===== src/rtl/ma_pkg.sv =====
// rtl/ma_pkg.sv - shared types and constants for the memory-access stage
package ma_pkg;
    localparam int XLEN  = 32;
    localparam int ERR_W = 2;

    typedef enum logic {
        IDLE,
        ACCESS
    } ma_state_e;

    typedef enum logic [ERR_W-1:0] {
        ERR_NONE     = 2'd0,
        ERR_MISALIGN = 2'd1,
        ERR_TIMEOUT  = 2'd2
    } ma_err_e;

    // Instruction fields carried from EX/MA into MA/RW
    typedef struct packed {
        logic [XLEN-1:0] instr;
        logic [XLEN-1:0] pc;
        logic [XLEN-1:0] alu;
        logic            is_ld;
        logic            is_wb;
        logic            is_call;
    } ma_fields_t;
endpackage


===== src/rtl/ma_mem_if.sv =====
// rtl/ma_mem_if.sv - access FSM, request holding and timeout counter
module ma_mem_if
    import ma_pkg::*;
#(
    parameter int MEM_TIMEOUT = 16,
    parameter int CNT_W       = 5
) (
    input  logic            clk,
    input  logic            reset,
    input  logic            in_valid,
    input  logic            is_ld,
    input  logic            is_st,
    input  logic [XLEN-1:0] addr,
    input  logic [XLEN-1:0] st_data,
    input  logic            mem_ack,
    output logic            stall,
    output logic            mem_req,
    output logic            mem_we,
    output logic [XLEN-1:0] mem_addr,
    output logic [XLEN-1:0] mem_wdata,
    output logic            accept,
    output logic            pass,
    output logic            misalign,
    output logic            ack_done,
    output logic            timeout_done
);
    ma_state_e       state_q, state_d;
    logic [CNT_W-1:0] cnt_q, cnt_d;
    logic            req_q, req_d;
    logic            we_q, we_d;
    logic [XLEN-1:0] addr_q, addr_d;
    logic [XLEN-1:0] wdata_q, wdata_d;

    logic memop, aligned, idle, last_cycle;

    assign memop      = in_valid & (is_ld | is_st);
    assign aligned    = (addr[1:0] == 2'b00);
    assign idle       = (state_q == IDLE);
    assign last_cycle = (cnt_q == CNT_W'(MEM_TIMEOUT - 1));

    assign accept       = idle & memop & aligned;
    assign misalign     = idle & memop & ~aligned;
    assign pass         = idle & ~memop;
    assign ack_done     = ~idle & mem_ack;
    assign timeout_done = ~idle & ~mem_ack & last_cycle;
    assign stall        = accept | (~idle & ~mem_ack);

    assign mem_req   = req_q;
    assign mem_we    = we_q;
    assign mem_addr  = addr_q;
    assign mem_wdata = wdata_q;

    always_comb begin
        state_d = state_q;
        cnt_d   = cnt_q;
        req_d   = req_q;
        we_d    = we_q;
        addr_d  = addr_q;
        wdata_d = wdata_q;
        if (accept) begin
            state_d = ACCESS;
            cnt_d   = '0;
            req_d   = 1'b1;
            we_d    = is_st & ~is_ld;   // ld+st together behaves as a load
            addr_d  = addr;
            wdata_d = st_data;
        end else if (ack_done || timeout_done) begin
            state_d = IDLE;
            req_d   = 1'b0;
        end else if (!idle) begin
            cnt_d = cnt_q + 1'b1;
        end
    end

    always_ff @(posedge clk) begin
        if (reset) begin
            state_q <= IDLE;
            cnt_q   <= '0;
            req_q   <= 1'b0;
            we_q    <= 1'b0;
            addr_q  <= '0;
            wdata_q <= '0;
        end else begin
            state_q <= state_d;
            cnt_q   <= cnt_d;
            req_q   <= req_d;
            we_q    <= we_d;
            addr_q  <= addr_d;
            wdata_q <= wdata_d;
        end
    end
endmodule


===== src/rtl/ma_stage.sv =====
// rtl/ma_stage.sv - memory-access pipeline stage with MA/RW output register
module ma_stage
    import ma_pkg::*;
#(
    parameter int MEM_TIMEOUT = 16,
    parameter int CNT_W       = 5
) (
    input  logic             Clk,
    input  logic             Reset,
    input  logic             in_valid,
    input  logic [XLEN-1:0]  Instruction,
    input  logic [XLEN-1:0]  pc_current,
    input  logic [XLEN-1:0]  AluResult,
    input  logic [XLEN-1:0]  Op2,
    input  logic             IsLd,
    input  logic             IsSt,
    input  logic             IsWb,
    input  logic             IsCall,
    output logic             stall,
    output logic             mem_req,
    output logic             mem_we,
    output logic [XLEN-1:0]  mem_addr,
    output logic [XLEN-1:0]  mem_wdata,
    input  logic             mem_ack,
    input  logic [XLEN-1:0]  mem_rdata,
    output logic             out_valid,
    output logic [XLEN-1:0]  out_Instruction,
    output logic [XLEN-1:0]  out_pc_current,
    output logic [XLEN-1:0]  out_AluResult,
    output logic [XLEN-1:0]  out_LdResult,
    output logic             out_IsLd,
    output logic             out_IsWb,
    output logic             out_IsCall,
    output logic [ERR_W-1:0] out_err
);
    logic accept, pass, misalign, ack_done, timeout_done;

    ma_fields_t       in_f;
    ma_fields_t       lat_q, lat_d;
    ma_fields_t       out_q, out_d;
    logic             valid_q, valid_d;
    logic [XLEN-1:0]  ld_q, ld_d;
    logic [ERR_W-1:0] err_q, err_d;

    ma_mem_if #(
        .MEM_TIMEOUT (MEM_TIMEOUT),
        .CNT_W       (CNT_W)
    ) u_mem_if (
        .clk          (Clk),
        .reset        (Reset),
        .in_valid     (in_valid),
        .is_ld        (IsLd),
        .is_st        (IsSt),
        .addr         (AluResult),
        .st_data      (Op2),
        .mem_ack      (mem_ack),
        .stall        (stall),
        .mem_req      (mem_req),
        .mem_we       (mem_we),
        .mem_addr     (mem_addr),
        .mem_wdata    (mem_wdata),
        .accept       (accept),
        .pass         (pass),
        .misalign     (misalign),
        .ack_done     (ack_done),
        .timeout_done (timeout_done)
    );

    assign in_f = '{instr: Instruction, pc: pc_current, alu: AluResult,
                    is_ld: IsLd, is_wb: IsWb, is_call: IsCall};

    always_comb begin
        lat_d   = lat_q;
        out_d   = out_q;
        valid_d = valid_q;
        ld_d    = ld_q;
        err_d   = err_q;
        if (pass) begin
            out_d         = in_f;
            out_d.is_ld   = IsLd & in_valid;
            out_d.is_wb   = IsWb & in_valid;
            out_d.is_call = IsCall & in_valid;
            valid_d       = in_valid;
            ld_d          = '0;
            err_d         = ERR_NONE;
        end else if (misalign) begin
            out_d       = in_f;
            out_d.is_wb = 1'b0;
            valid_d     = 1'b1;
            ld_d        = '0;
            err_d       = ERR_MISALIGN;
        end else if (accept) begin
            // RW sees a bubble while the access is outstanding
            lat_d         = in_f;
            out_d.is_ld   = 1'b0;
            out_d.is_wb   = 1'b0;
            out_d.is_call = 1'b0;
            valid_d       = 1'b0;
        end else if (ack_done) begin
            out_d   = lat_q;
            valid_d = 1'b1;
            ld_d    = lat_q.is_ld ? mem_rdata : '0;
            err_d   = ERR_NONE;
        end else if (timeout_done) begin
            out_d       = lat_q;
            out_d.is_wb = 1'b0;
            valid_d     = 1'b1;
            ld_d        = '0;
            err_d       = ERR_TIMEOUT;
        end
    end

    always_ff @(posedge Clk) begin
        if (Reset) begin
            lat_q   <= '0;
            out_q   <= '0;
            valid_q <= 1'b0;
            ld_q    <= '0;
            err_q   <= ERR_NONE;
        end else begin
            lat_q   <= lat_d;
            out_q   <= out_d;
            valid_q <= valid_d;
            ld_q    <= ld_d;
            err_q   <= err_d;
        end
    end

    assign out_valid       = valid_q;
    assign out_Instruction = out_q.instr;
    assign out_pc_current  = out_q.pc;
    assign out_AluResult   = out_q.alu;
    assign out_IsLd        = out_q.is_ld;
    assign out_IsWb        = out_q.is_wb;
    assign out_IsCall      = out_q.is_call;
    assign out_LdResult    = ld_q;
    assign out_err         = err_q;
endmodule


===== config.mk =====
export PLATFORM = sky130hd
export DESIGN_NAME = ma_stage
export DESIGN_NICKNAME = d
export VERILOG_FILES = /design/src/rtl/ma_pkg.sv /design/src/rtl/ma_mem_if.sv /design/src/rtl/ma_stage.sv
export SDC_FILE = /design/constraint.sdc
export NUM_CORES = 1
export LEC_CHECK = 0
export BUFFER_PORTS_ARGS = -buffer_cell sky130_fd_sc_hd__buf_4
export CAP_MARGIN = 10
export CORE_AREA = 2 2 210 212
export DETAILED_ROUTE_END_ITERATION = 10
export DIE_AREA = 0 0 212 214
export PLACE_DENSITY = 0.62
export SETUP_SLACK_MARGIN = 0.05
export SYNTH_ARGS = -nofsm -noshare
export SYNTH_HDL_FRONTEND = slang
export SYNTH_SLANG_ARGS = --single-unit

===== constraint.sdc =====
create_clock -name Clk -period 2.2 [get_ports Clk]
set_input_delay 0.11 -clock Clk [delete_from_list [all_inputs] [get_ports Clk]]
set_output_delay 0.11 -clock Clk [all_outputs]
set_load 0.005 [all_outputs]

Word level (Yosys, flattened, before mapping)
Index checks and enable logic that the tools add are counted.

storage, ports and cells
  output and inout bits = 201
  input port bits = 168
  bits in registers = 304
  word-level logic and storage cells = 83

operators by class
  equal/unequal tests = 3
  multiplexer cells = 20
  add/subtract/negate cells = 1
  bitwise operators = 23
  reductions and logical operators = 15

operators by type and width
  cell                 number
  $mux 99              4
  $mux 32              3
  $mux 96              1
  $and 1x1->1          12
  $mux 1               9
  $not 1->1            9
  $reduce_and 2->1     4
  $add 5x1->5 const B  1
  $eq 5x4->1 const B   1
  $reduce_bool 5->1    1
  $mux 2               2
  $reduce_bool 2->1    2
  $reduce_bool 4->1    1
  $reduce_or 2->1      2
  $mux 3               1
  $ne 3x3->1 const B   1
  $reduce_and 3->1     1
  $reduce_bool 3->1    1
  $reduce_or 3->1      1
  $logic_not 2->1      1
  $ne 2x2->1 const B   1
  $or 1x1->1           2
  $logic_or 1x1->1     1

Logic depth before layout (Yosys ltp)
Gate-level depths: netlist of run 1.

  depth after elaboration = 8
  depth in mapped cells = 10

Cells and area by module
A second synthesis of run 1 with hierarchy kept.

second synthesis, totals
  cells, all modules = 1,488
  area total of the unflattened synthesis = 11,984.0 um^2

by module, submodules not included
  module     times used  cells an instance  area each (um^2)  seq. area each (um^2)
  ma_stage   1           1,146              8,961.1           4,664.5
  ma_mem_if  1           342                3,022.9           1,421.4

Least setup slack after synthesis of run 1
No wires, ideal clock.

  path kind = flip-flop to flip-flop
  from = register u_mem_if.cnt_q[0]
  to = register u_mem_if.cnt_q[3]
  period minus slack after synthesis = 1,994 ps
  required time = 2,121 ps
  arrival = 1,914 ps
  library setup time = 79 ps
  cell stages (with the launch flop) = 8
  path slack = 206 ps
  buffers on the path = 1
  path through = dfxtp_1 > ha_1 > and3_1 > ha_1 > buf_2 > or3b_1 > or3_1 > a211oi_2

on the way
  cells in the longest elaborated chain, start to end = 5

ends and longest elaborated chain
  item                               RTL line         source
  from (decl)                        ma_mem_if.sv:28  logic [CNT_W-1:0] cnt_q, cnt_d;
  from (signal assigned)             ma_mem_if.sv:85  cnt_q <= cnt_d;
  $eq 5x4->1                         ma_mem_if.sv:39  assign last_cycle = (cnt_q == CNT_W'(MEM_TIMEOUT - 1));
  $and 1x1->1                        ma_mem_if.sv:45  assign timeout_done = ~idle & ~mem_ack & last_cycle;
  $logic_or 1x1->1                   ma_mem_if.sv:67  end else if (ack_done || timeout_done) begin
  $not 1->1 (no source line)         n/a
  $reduce_and 2->1 (no source line)  n/a

Several ways; a longest one is shown, not always the timed one.
A chain may end at the register's enable or synchronous reset.

Worst setup path after layout of run 1
  from = register u_mem_if.cnt_q[0]
  to = register out_q (netlist bit out_pc_current[26])

on the way
  cells in the longest elaborated chain, start to end = 4

ends and longest elaborated chain
  item                                RTL line         source
  $eq 5x4->1                          ma_mem_if.sv:39
  $and 1x1->1                         ma_mem_if.sv:45
  $reduce_bool 4->1 (no source line)  n/a
  $reduce_and 2->1 (no source line)   n/a
  to (signal assigned)                ma_stage.sv:122  out_q <= out_d;
  to (decl)                           ma_stage.sv:40   ma_fields_t out_q, out_d;

No other way between the ends.

==> results of run 1 <==
==> flip-flops by register name, summed over array words and instances, names as in the netlist <==
| name | flops |
|---|---|
| lat_q | 99 |
| out_AluResult | 32 |
| out_Instruction | 32 |
| out_IsCall | 1 |
| out_IsLd | 1 |
| out_IsWb | 1 |
| out_LdResult | 32 |
| out_err | 2 |
| out_pc_current | 32 |
| out_valid | 1 |
| u_mem_if.cnt_q | 5 |
| u_mem_if.mem_addr | 32 |
| u_mem_if.mem_wdata | 32 |
| u_mem_if.mem_we | 1 |
| u_mem_if.state_q | 1 |
==> per-layer routing <==
| layer | vias up | global-route usage [%] | share of wire, % |
|---|---|---|---|
| li1 | 6078 | - | - |
| met1 | 6192 | 23.7 | 40 |
| met2 | 528 | 33.9 | 48 |
| met3 | 101 | 5.09 | 7.5 |
| met4 | 0 | 9.44 | 3.9 |
| met5 | - | 0 | 0 |
==> cell usage after synthesis (2+ instances only) <==
cell / instances / area (um^2)
sky130_fd_sc_hd__o21a_1: 3 / 22.5
sky130_fd_sc_hd__buf_1: 15 / 56.3
sky130_fd_sc_hd__a22oi_1: 34 / 255
sky130_fd_sc_hd__clkbuf_4: 3 / 22.5
sky130_fd_sc_hd__o21ai_2: 2 / 17.5
sky130_fd_sc_hd__and3_1: 2 / 12.5
sky130_fd_sc_hd__a211oi_1: 2 / 15.0
sky130_fd_sc_hd__mux2i_1: 97 / 971
sky130_fd_sc_hd__nand2b_1: 63 / 394
sky130_fd_sc_hd__a221oi_1: 94 / 823
sky130_fd_sc_hd__a2111oi_0: 2 / 17.5
sky130_fd_sc_hd__buf_4: 9 / 67.6
sky130_fd_sc_hd__clkbuf_1: 114 / 428
sky130_fd_sc_hd__dfxtp_1: 304 / 6090
sky130_fd_sc_hd__nor3b_1: 6 / 45.0
sky130_fd_sc_hd__nor3_1: 36 / 180
sky130_fd_sc_hd__xnor2_1: 2 / 17.5
sky130_fd_sc_hd__o31ai_1: 98 / 736
sky130_fd_sc_hd__nor2_1: 100 / 375
sky130_fd_sc_hd__a21oi_1: 104 / 521
sky130_fd_sc_hd__a311oi_1: 2 / 17.5
sky130_fd_sc_hd__nor2b_1: 30 / 188
sky130_fd_sc_hd__nand2_1: 6 / 22.5
sky130_fd_sc_hd__clkbuf_2: 5 / 25.0
sky130_fd_sc_hd__ha_1: 2 / 25.0
sky130_fd_sc_hd__o21ai_0: 60 / 300
sky130_fd_sc_hd__o21ai_1: 5 / 25.0
sky130_fd_sc_hd__inv_1: 2 / 7.51
sky130_fd_sc_hd__buf_2: 30 / 150
sky130_fd_sc_hd__nand4_1: 130 / 813
==> layout make-up <==
| cell class | count | area (um^2) | area share, % |
|---|---|---|---|
| well taps | 585 | 732 | 3.83 |
| clock buffers | 52 | 1100 | 5.78 |
| inverters | 3 | 13.8 | 0.0720 |
| diodes | 2 | 5.00 | 0.0262 |
| clock inverters | 13 | 113 | 0.589 |
| repair buffers | 576 | 5030 | 26.3 |
| flip-flops and latches | 304 | 6090 | 31.9 |
| multi-input cells | 893 | 6030 | 31.5 |
==> kinds of logic (layout without fill, tap and decap cells) <==
kind of cell               after synthesis  count (layout)  synth area share, %
buffers and inverters                  179             644                 5.96
and+or+nand+nor                        382             382                 16.5
xor gates and xnor gates                 2               2                0.137
adders and majority gates                2               2                0.196
muxes                                   97              97                 7.61
other                                    0               2                    0
AOI/OAI and AO/OA                      410             410                 21.9
DFF                                    304             304                 47.7
==> worst max path at each step <==
| stage | endpoint | startpoint | cells after the start | slack, ns |
|---|---|---|---|---|
| after floorplan | u_mem_if.cnt_q[3] | u_mem_if.cnt_q[0] | 7 | 0.21 |
| after global placement | u_mem_if.cnt_q[3] | u_mem_if.cnt_q[0] | 6 | 0.18 |
| after detailed placement | out_pc_current[20] | u_mem_if.cnt_q[0] | 7 | 0.14 |
| after CTS | out_Instruction[12] | u_mem_if.cnt_q[0] | 8 | 0.12 |
| after global routing | out_Instruction[12] | u_mem_if.cnt_q[0] | 8 | 0.02 |
| final | out_pc_current[26] | u_mem_if.cnt_q[0] | 8 | 0.12 |
==> worst register-to-register path, cell delays in order (launching register included) <==
cell	delay (ns)
sky130_fd_sc_hd__dfxtp_1	0.33
sky130_fd_sc_hd__ha_1	0.21
sky130_fd_sc_hd__and3_1	0.18
sky130_fd_sc_hd__ha_1	0.25
sky130_fd_sc_hd__o21ai_4	0.19
sky130_fd_sc_hd__buf_4	0.18
sky130_fd_sc_hd__buf_12	0.19
sky130_fd_sc_hd__mux2i_1	0.30
sky130_fd_sc_hd__a221oi_2	0.10
==> stage by stage <==
stage	util [%]	instance area, um^2	setup WS (ns)	instances
floorplan	-	12800	0.206	1376
global placement	37.5	16100	0.184	2191
detailed placement	37.5	16100	0.137	2191
CTS	44.3	19000	0.122	2422
global route	44.6	19100	0.0204	2428
finish	44.6	19100	0.120	2428
==> where the power goes <==
| part | total (mW) | internal (mW) | switching [mW] |
|---|---|---|---|
| logic | 2.00 | 0.974 | 1.03 |
| clock network | 6.09 | 3.63 | 2.46 |
| registers | 5.89 | 5.75 | 0.140 |
| total | 14.0 | 10.4 | 3.63 |
==> what timing repair did <==
item                                    CTS  global route
endpoints found under the setup margin    0            23
setup buffers                             0             2
resized for setup                         0            10
hold buffers                            166             0
endpoints found under the hold margin   284             0
==> summary by stage, run 1 <==
Drt
Using the TritonRoute via totals, the vias-per-cell ratio works out to 5.31. The average routed wire per standard cell is 19.7 um. The total number of vias is 12900. Wires add up to 47.8 mm.

Once detail routing completed, the nets flagged for antenna violations numbered 0. The first-iteration detailed-routing DRC count is 687. The pre-antenna-repair detailed-routing pass consisted of 5 iterations.

For this run, design rule violations remaining after detail routing come to 0.

Setup path
The buffer and inverter count on the worst path is 2. Walking the worst path, the cells encountered are ha_1 > and3_1 > ha_1 > o21ai_4 > buf_4 > buf_12 > mux2i_1 > a221oi_2. The startpoint identified for the worst register-to-register timing path is u_mem_if.cnt_q[0].

The data required time of the critical path is 2.60 ns. Along the worst path, the maximum fanout reaches 18. Measured in cells, the most critical reg-to-reg path has a length of 8.

Among all stages on the critical path, the largest delay is contributed by sky130_fd_sc_hd__dfxtp_1. In this design, the stage delay of the slowest critical-path cell is 0.33 ns. The worst setup path is captured at a register. The endpoint arrival time on the critical path is 2.48 ns.

In this run the register-to-register setup slack is 0.12 ns. The critical path launch point type is a register. The type of the worst setup path is reg -> reg. The worst register-to-register path ends at out_pc_current[26]. The cell that appears most often on the critical path is sky130_fd_sc_hd__ha_1. The dominant delay contributor by cell family on the critical path is adder cells.

Timing
The headroom to the max-slew limit is 45.7%. The final-report hold violation count is 0. For this run, the top clock speed supported by timing is 481 MHz. The time the final worst path needs with I/O delays and setup is 2.08 ns.

The final-report max-slew violation count is 0. Setup repair after global routing could not meet its margin everywhere. The final setup TNS is 0 ns.

For the pin with the worst max-slew slack, the measured transition is 0.815 ns. Clock skew on the completed layout was measured at 0.0149 ns. The setup violation total in the final timing report is 0. Hold is met by 0.109 ns. The share of the cycle needed by the critical path after routing is 94.6%.

Floorplan
The standard-cell row count is 76. 369 I/O pins were placed. The die is 212 um wide. The total core area is 42900 um^2. The effective utilization at floorplan is 29.7%. The overall die area is 45400 um^2.

The die span in y is 214 um.

Synthesis
The proportion of synthesized flip-flops having asynchronous set or reset is 0%. Yosys mapped a number of flops with a built-in enable equal to 0. The net count after synthesis is 1546. The average cell area after synthesis is 9.27 um^2. The summed instance area of the synthesized netlist is 12800 um^2. Among all flip-flop cells after synthesis, the most frequent one is sky130_fd_sc_hd__dfxtp_1. The number of distinct standard cells referenced by the synthesized netlist is 44. The synthesized instance count is 1376. The yosys synthesis warning count is 0. The register bit count reported by yosys is 304. The proportion of synthesized chip area in sequential cells is 47.7%.

Final layout
Compared with the post-synthesis result, the final layout area differs by 49.8%. Leaving out fill and tap cells, the most frequent cell in the layout is sky130_fd_sc_hd__buf_4. For this run, the post-layout net count is 1985. The layout has 3989 filler cells.

The post-route netlist has 26.7% of its cells at a drive strength greater than 1. In the layout the commonest cells are 388 x sky130_fd_sc_hd__buf_4, 303 x sky130_fd_sc_hd__dfxtp_1, 166 x sky130_fd_sc_hd__dlygate4sd3_1.

Clock tree
The clock transition at the registers of the reported paths is 0.06 ns. The H-tree was split into 2 levels. The later-pin clock latency in the skew report is 0.54 ns. TritonCTS created 37 clock buffers. The number of sinks driven by the clock tree is 304. The number of buffers on the longest clock path is 3. The cell sitting at the root of the clock tree is a sky130_fd_sc_hd__clkbuf_16.

TritonCTS built the clock tree.

Power and ir drop
The cell leakage power is 7.76 nW. The worst-case IR drop observed on VDD is 0.000489 V. The power density over the cells is 732 nW/um^2. The total design power is 14.0 mW.

Min path
The hold path startpoint is AluResult[0]. The hold-critical path depth is 4. The path with the worst hold slack has its endpoint at lat_q[84]. The class of the tightest hold or removal check is in -> reg.

Placed design
The HPWL after detailed placement is 27.9 mm. Input and output buffers added on the ports amount to 368. The congestion estimate from routability-driven global placement came to 0.785.

Global routing
Global routing finished with a remaining overflow of 0. The number of global-route vias before repair came to 13000. Entering global routing, the biggest net connects 120 pins.

The combined global-route utilization of all metal layers is 20.1%. The initial antenna violation count is 2. The first-pass GRT wire length is 72.8 mm.

Outcome
The flow ran to the end, and the final reports show no timing, DRC or antenna violations.

Job
The number of max-capacitance violations reported is 0.
(Power assumes the default switching activity.)
==> run 2, diff against run 1 <==
==> constraint.sdc (replaced) <==
create_clock -name Clk -period 2.2 [get_ports Clk]
set_input_delay 0.11 -clock Clk [delete_from_list [all_inputs] [get_ports Clk]]
set_output_delay 0.11 -clock Clk [all_outputs]
set_load 0.02 [all_outputs]
==> run 2 against run 1 <==
Via count is 0.43% higher. Non-clock buffer count is 6 higher. Die area stayed put. Combinational power is 12% higher. Setup slack worse by 0.025 ns. Critical path depth stayed put. Clock skew is 0.0022 ns lower. Sequential power hardly changed. Sequential share of layout area is 0.15 points lower. Critical path type unchanged. Largest power group unchanged.
==> summary by stage, run 2 (synthesis gave the netlist of run 1 again) <==
Drt
The detailed-routing iteration count for the pre-antenna-repair pass was 4 (-1). The antenna violation net count after detailed routing is 0 (unchanged). The final routed wirelength across all metal layers is 48.2 mm (+0.94%). The total DRC errors in the routed layout is 0 (unchanged). The average routed wire per standard cell is 19.8 um (+0.73%).

The per-cell via count in the routed design came to 5.32 (+0.23%). The total number of vias is 13000 (+0.43%). The first-iteration detailed-routing DRC count is 803 (+17%).

Timing
The share of the cycle needed by the critical path after routing came to 95.7% (+1.1 points). The setup violation total in the final timing report was 0 (unchanged). Setup repair after global routing could not meet its margin everywhere. The maximum clock frequency was 475 MHz (-1.2%). The final setup TNS is 0 ns (unchanged).

The post-route clock skew is 0.0128 ns (-0.00215 ns). The headroom to the max-slew limit is 44.3% (-1.3 points). The time the final worst path needs with I/O delays and setup is 2.11 ns (+0.0249 ns). The final-report max-slew violation count is 0 (unchanged). The final-report hold violation count is 0 (unchanged). The slew at the pin closest to its max-slew limit is 0.835 ns (+0.0197 ns).

Power and ir drop
The peak supply drop is 0.000592 V (+21%). The power density over the cells is 747 nW/um^2 (+2.1%). The cell leakage power is 7.81 nW (+0.65%). The total design power is 14.3 mW (+2.6%).

Setup path
The launch instance of the worst register-to-register path is u_mem_if.cnt_q[0]. The type of the worst setup path is reg -> reg. The endpoint class of the critical path is a register. The data required time of the critical path is 2.59 ns (about the same). In this run the worst setup path begins at u_mem_if.cnt_q[0]. The largest driver fanout on the critical path is 20 (+2).

The endpoint arrival time on the critical path is 2.50 ns (+0.02 ns). The critical path launch point type is a register.

Global routing
The initial antenna violation count is 1 (-1). The combined global-route utilization of all metal layers is 20.2% (+0.11 points). The first-pass GRT wire length is 73.4 mm (+0.89%). The final global-route overflow total is 0 (unchanged). The number of global-route vias before repair was 13000 (+0.50%). The pin count of the biggest net entering global routing was 141 (+18%).

Floorplan
The die span in y is 214 um (unchanged). The overall die area was 45400 um^2 (unchanged). The total core area is 42900 um^2 (unchanged). The standard-cell row count came to 76 (unchanged). The effective utilization at floorplan came to 29.7% (unchanged).

The floorplan die width was 212 um (unchanged). The number of top-level pins is 369 (unchanged).

Final layout
The number of fill cells was 3988 (-0.025%). The library cell used most frequently in the layout, excluding fill and tap cells, is sky130_fd_sc_hd__buf_4. The number of flip-flops under the largest register name is 99 (unchanged).

The share of final-layout standard cells stronger than drive strength 1 is 26.5% (-0.25 points). Counting flops per register, the top entry is lat_q. The signed area change from the synthesized netlist to the final layout is 50.5%. The final net count came to 1992 (+0.35%).

In the layout the commonest cells are 390 x sky130_fd_sc_hd__buf_4, 303 x sky130_fd_sc_hd__dfxtp_1, 166 x sky130_fd_sc_hd__dlygate4sd3_1.

Clock tree
The total clock buffers created by CTS is 38 (+2.7%). The clock transition at the registers of the reported paths was 0.06 ns (about the same). The CTS root buffer is sky130_fd_sc_hd__clkbuf_16. The number of buffers on the longest clock path is 3 (unchanged). The number of sinks driven by the clock tree is 304 (unchanged). The later-pin clock latency in the skew report is 0.54 ns (about the same). The CTS tree is done. The number of levels in the clock H-tree was 2 (unchanged).

Min path
The worst hold path begins at AluResult[0]. The worst hold path belongs to the class in -> reg.

Outcome
The run finished with clean final reports.

Placed design
The global placement routability congestion is 0.763 (-2.8%). The HPWL after detailed placement is 28.1 mm (+0.62%). The count of port buffers added during placement is 368 (unchanged).

Job
The number of max-capacitance violations reported is 0 (unchanged).
## run 2: changes by cell type in the layout (fill, tap and decap cells not counted), sizes merged
| cell | change |
|---|---|
| buf | +6 |
| bufinv | +1 |
| clkbuf | +7 |
| clkinv | -4 |
| clkinvlp | -3 |
| diode | -1 |
| inv | -1 |
## run 2: final timing paths
kind                                               end  slack, ns  cells past startpoint
worst max-delay path               out_Instruction[13]       0.09                      8
worst min-delay path            u_mem_if.mem_wdata[27]       0.12                      4
worst max register to register     out_Instruction[13]       0.09                      8
worst min register to register   u_mem_if.mem_wdata[9]       0.46                      2
## run 2: final cells by class
cell class / count / area [um^2] / area share [%]
flip-flops and latches: 304 / 6090 / 31.7
multi-input cells: 893 / 6010 / 31.3
repair buffers: 582 / 5120 / 26.7
clock buffers: 59 / 1140 / 5.95
well taps: 585 / 732 / 3.81
clock inverters: 6 / 87.6 / 0.456
inverters: 3 / 13.8 / 0.0717
diodes: 1 / 2.50 / 0.0130
## run 2: where the power goes
part           switching (mW)  internal [mW]  total [mW]  leakage, nW
logic                    1.25          0.993        2.25         4.73
clock network            2.41           3.80        6.21        0.601
registers               0.141           5.75        5.89         2.49
total                    3.80           10.5        14.3         7.81
## run 2: per-layer routing
layer	global-route usage, %	share of wire, %	vias up
met5	0	0	-
met4	7.21	3.0	0
met3	5.37	7.7	84
met2	34.6	49	491
met1	24.1	41	6283
li1	-	-	6097
## run 2: through the flow
stage / instance area, um^2 / utilization, % / worst slack [ns] / instances / hold slack, ns
2_1_floorplan: 12800 / - / 0.206 / 1376 / 0.252
3_3_place_gp: 16200 / 37.7 / 0.189 / 2193 / 0.386
3_5_place_dp: 16200 / 37.7 / 0.124 / 2193 / 0.390
4_1_cts: 19000 / 44.4 / 0.0892 / 2424 / 0.0972
5_1_grt: 19200 / 44.8 / 0.00256 / 2433 / 0.136
6_report: 19200 / 44.8 / 0.0949 / 2433 / 0.115
## run 2: repair_timing
| item | in CTS | in global routing |
|---|---|---|
| resized for setup | 0 | 10 |
| setup endpoints to repair | 0 | 18 |
| hold endpoints to repair | 278 | 0 |
| setup buffers | 0 | 6 |
| hold buffers | 166 | 0 |
## run 2: critical path, cell delays in order (launching register included)
cell                       delay [ns]
sky130_fd_sc_hd__dfxtp_1         0.33
sky130_fd_sc_hd__ha_1            0.21
sky130_fd_sc_hd__and3_1          0.19
sky130_fd_sc_hd__ha_1            0.25
sky130_fd_sc_hd__o21ai_4         0.20
sky130_fd_sc_hd__buf_12          0.19
sky130_fd_sc_hd__buf_16          0.20
sky130_fd_sc_hd__mux2i_1         0.27
sky130_fd_sc_hd__a221oi_2        0.10
==> run 3, diff against run 2 <==
--- a/config.mk
+++ b/config.mk
@@ -11,6 +11,7 @@
 export DETAILED_ROUTE_END_ITERATION = 10
 export DIE_AREA = 0 0 212 214
 export PLACE_DENSITY = 0.62
+export RECOVER_POWER = 50
 export SETUP_SLACK_MARGIN = 0.05
 export SYNTH_ARGS = -nofsm -noshare
 export SYNTH_HDL_FRONTEND = slang
==> run 3 against run 2 <==
Sequential share of layout area is 1.3 points higher. Largest cell class unchanged. Setup slack better by 0.0043 ns. Clock power barely moved. Hold slack worse by 0.0016 ns. Maximum frequency grew 0.21%.
==> summary by stage, run 3 (synthesis gave the netlist of run 1 again) <==
Outcome
The flow ran to the end, and the final reports show no timing, DRC or antenna violations.

Job
The number of max-capacitance violations reported is 0 (unchanged).

Drt
The antenna violation net count after detailed routing is 0 (unchanged). The average routed wire per standard cell is 19.8 um (-0.12%). The total DRC errors in the routed layout was 0 (unchanged). The detailed-routing iteration count for the pre-antenna-repair pass was 5 (+1). The total number of vias came to 13000 (+0.023%). The first-iteration detailed-routing DRC count came to 884 (+10%).

The final routed wirelength across all metal layers is 48.1 mm (-0.12%). The per-cell via count in the routed design is 5.33 (about the same).

Placed design
The HPWL after detailed placement was 28.1 mm (unchanged). The global placement routability congestion came to 0.763 (unchanged). The number of cells in the design after placement is 2193 (unchanged). The count of port buffers added during placement is 368 (unchanged).

Timing
The final-report max-slew violation count is 0 (unchanged). The post-route clock skew is 0.0141 ns (+0.00135 ns). The time the final worst path needs with I/O delays and setup is 2.10 ns (-0.00431 ns). The slew at the pin closest to its max-slew limit was 0.934 ns (+0.0986 ns). Setup repair after global routing could not meet its margin everywhere. The maximum clock frequency is 476 MHz (+0.21%). The final setup TNS is 0 ns (unchanged). The share of the cycle needed by the critical path after routing was 95.5% (-0.20 points). The setup violation total in the final timing report is 0 (unchanged). The headroom to the max-slew limit is 37.8% (-6.6 points). The final-report hold violation count is 0 (unchanged).

Clock tree
The later-pin clock latency in the skew report was 0.54 ns (about the same). The CTS tree is done. The number of levels in the clock H-tree is 2 (unchanged). The total clock buffers created by CTS was 38 (unchanged). The clock transition at the registers of the reported paths is 0.06 ns (about the same).

The number of sinks driven by the clock tree is 304 (unchanged). In this run the clock root is driven by a sky130_fd_sc_hd__clkbuf_16. The number of buffers on the longest clock path is 3 (unchanged).

Global routing
The met2 layer usage reported by global route is 34.6% (unchanged). The first-pass GRT wire length came to 73.4 mm (unchanged). The pin count of the biggest net entering global routing is 141 (unchanged). The number of global-route vias before repair is 13000 (unchanged). The initial antenna violation count is 1 (unchanged). The final global-route overflow total was 0 (unchanged).

The combined global-route utilization of all metal layers is 20.2% (unchanged). The met3 usage in global routing is 5.37% (unchanged). The global routing usage on met1 was 24.1% (unchanged). The most used routing layer is met2.

Setup path
The delay of the slowest critical-path stage is 0.33 ns (about the same). Among the stages of the critical path, the cell type that occurs most often is sky130_fd_sc_hd__ha_1. The data required time of the critical path was 2.59 ns (about the same). The worst setup path is of the reg -> reg kind. The worst setup path is captured at a register.

The endpoint arrival time on the critical path was 2.49 ns (about the same). The largest driver fanout on the critical path came to 20 (unchanged). The slowest stage of the critical path belongs to the cell sky130_fd_sc_hd__dfxtp_1.

The worst setup path is launched from a register. The signal on the critical path passes through ha_1 > and3_1 > ha_1 > o21ai_4 > buf_12 > buf_16 > mux2i_1 > a221oi_2.

Final layout
The commonest non-fill, non-tap cell in the layout is sky130_fd_sc_hd__dfxtp_1. The register containing the most flip-flops in the final layout is lat_q. The area taken by multi-input logic gates is 6000 um^2 (-0.19%). The final net count was 1992 (unchanged).

The number of fill cells was 4212 (+5.6%). The number of flip-flops under the largest register name came to 99 (unchanged). The signed area change from the synthesized netlist to the final layout is 44.4%. The post-layout instance count excluding filler cells is 2433 (unchanged). The combined flip-flop and latch cell area is 6090 um^2 (unchanged).

The share of final-layout standard cells stronger than drive strength 1 is 15.6% (-11 points). In the layout the commonest cells are 303 x sky130_fd_sc_hd__dfxtp_1, 213 x sky130_fd_sc_hd__clkbuf_1, 188 x sky130_fd_sc_hd__buf_4.

Floorplan
The floorplan die width is 212 um (unchanged). The total core area is 42900 um^2 (unchanged). The effective utilization at floorplan is 29.7% (unchanged). The overall die area is 45400 um^2 (unchanged). The number of top-level pins is 369 (unchanged).

The standard-cell row count is 76 (unchanged). The die span in y was 214 um (unchanged).

Power and ir drop
The cell leakage power is 6.99 nW (-11%). The peak supply drop is 0.000590 V (-0.30%). The power density over the cells is 769 nW/um^2 (+2.9%).

Min path
The class of the tightest hold or removal check is in -> reg.
[run 3: worst paths after layout]
check | start | endpoint | slack [ns] | cells after the start
worst max-delay path | u_mem_if.cnt_q[0] | out_Instruction[13] | 0.1 | 8
worst min-delay path | AluResult[0] | u_mem_if.mem_wdata[27] | 0.11 | 4
worst max register to register | u_mem_if.cnt_q[0] | out_Instruction[13] | 0.1 | 8
worst min register to register | u_mem_if.mem_wdata[9] | u_mem_if.mem_wdata[9] | 0.47 | 2
[run 3: report_power, final]
| group | total [mW] | switching [mW] | internal [mW] | leakage, nW |
|---|---|---|---|---|
| logic | 2.08 | 1.25 | 0.837 | 3.90 |
| clock network | 6.20 | 2.40 | 3.80 | 0.601 |
| registers | 5.89 | 0.137 | 5.75 | 2.49 |
[run 3: final cells by class]
| type | count | share of cell area, % |
|---|---|---|
| Multi-Input combinational cell | 893 | 32.6 |
| Sequential cell | 304 | 33.1 |
| Tap cell | 585 | 3.97 |
| Clock inverter | 6 | 0.475 |
| Timing Repair Buffer | 582 | 23.6 |
| Inverter | 3 | 0.0747 |
| Antenna cell | 1 | 0.0136 |
| Clock buffer | 59 | 6.21 |
[run 3: repair_timing]
| item | in CTS | in global routing |
|---|---|---|
| hold endpoints to repair | 278 | 0 |
| setup endpoints to repair | 0 | 18 |
| setup buffers | 0 | 6 |
| hold buffers | 166 | 0 |
| gates resized for setup | 0 | 10 |
[run 3: critical path, delay by kind of cell, from the launching register on]
kind                       cells  cell delay (ns)
adders and majority gates      2             0.46
DFF                            1             0.33
muxes                          1             0.27
and+or+nand+nor                1             0.19
AOI/OAI and AO/OA              2             0.30
buffers and inverters          2             0.38
[run 3: layer usage]
metal / up-vias / share of wire, %
met5: - / 0
met4: 0 / 2.9
met3: 90 / 7.3
met2: 497 / 49
met1: 6276 / 41
li1: 6095 / -
[run 3: per-stage QoR]
step	cell area, um^2	power [mW]	setup slack (ns)	hold WS, ns	util [%]
after floorplan	12800	7.01	0.206	0.252	-
after global placement	16200	7.94	0.189	0.386	37.7
after detailed placement	16200	7.97	0.124	0.390	37.7
after CTS	19000	14.5	0.0892	0.0972	44.4
after global routing	18400	14.8	0.00256	0.136	43.0
final	18400	14.2	0.0993	0.114	43.0
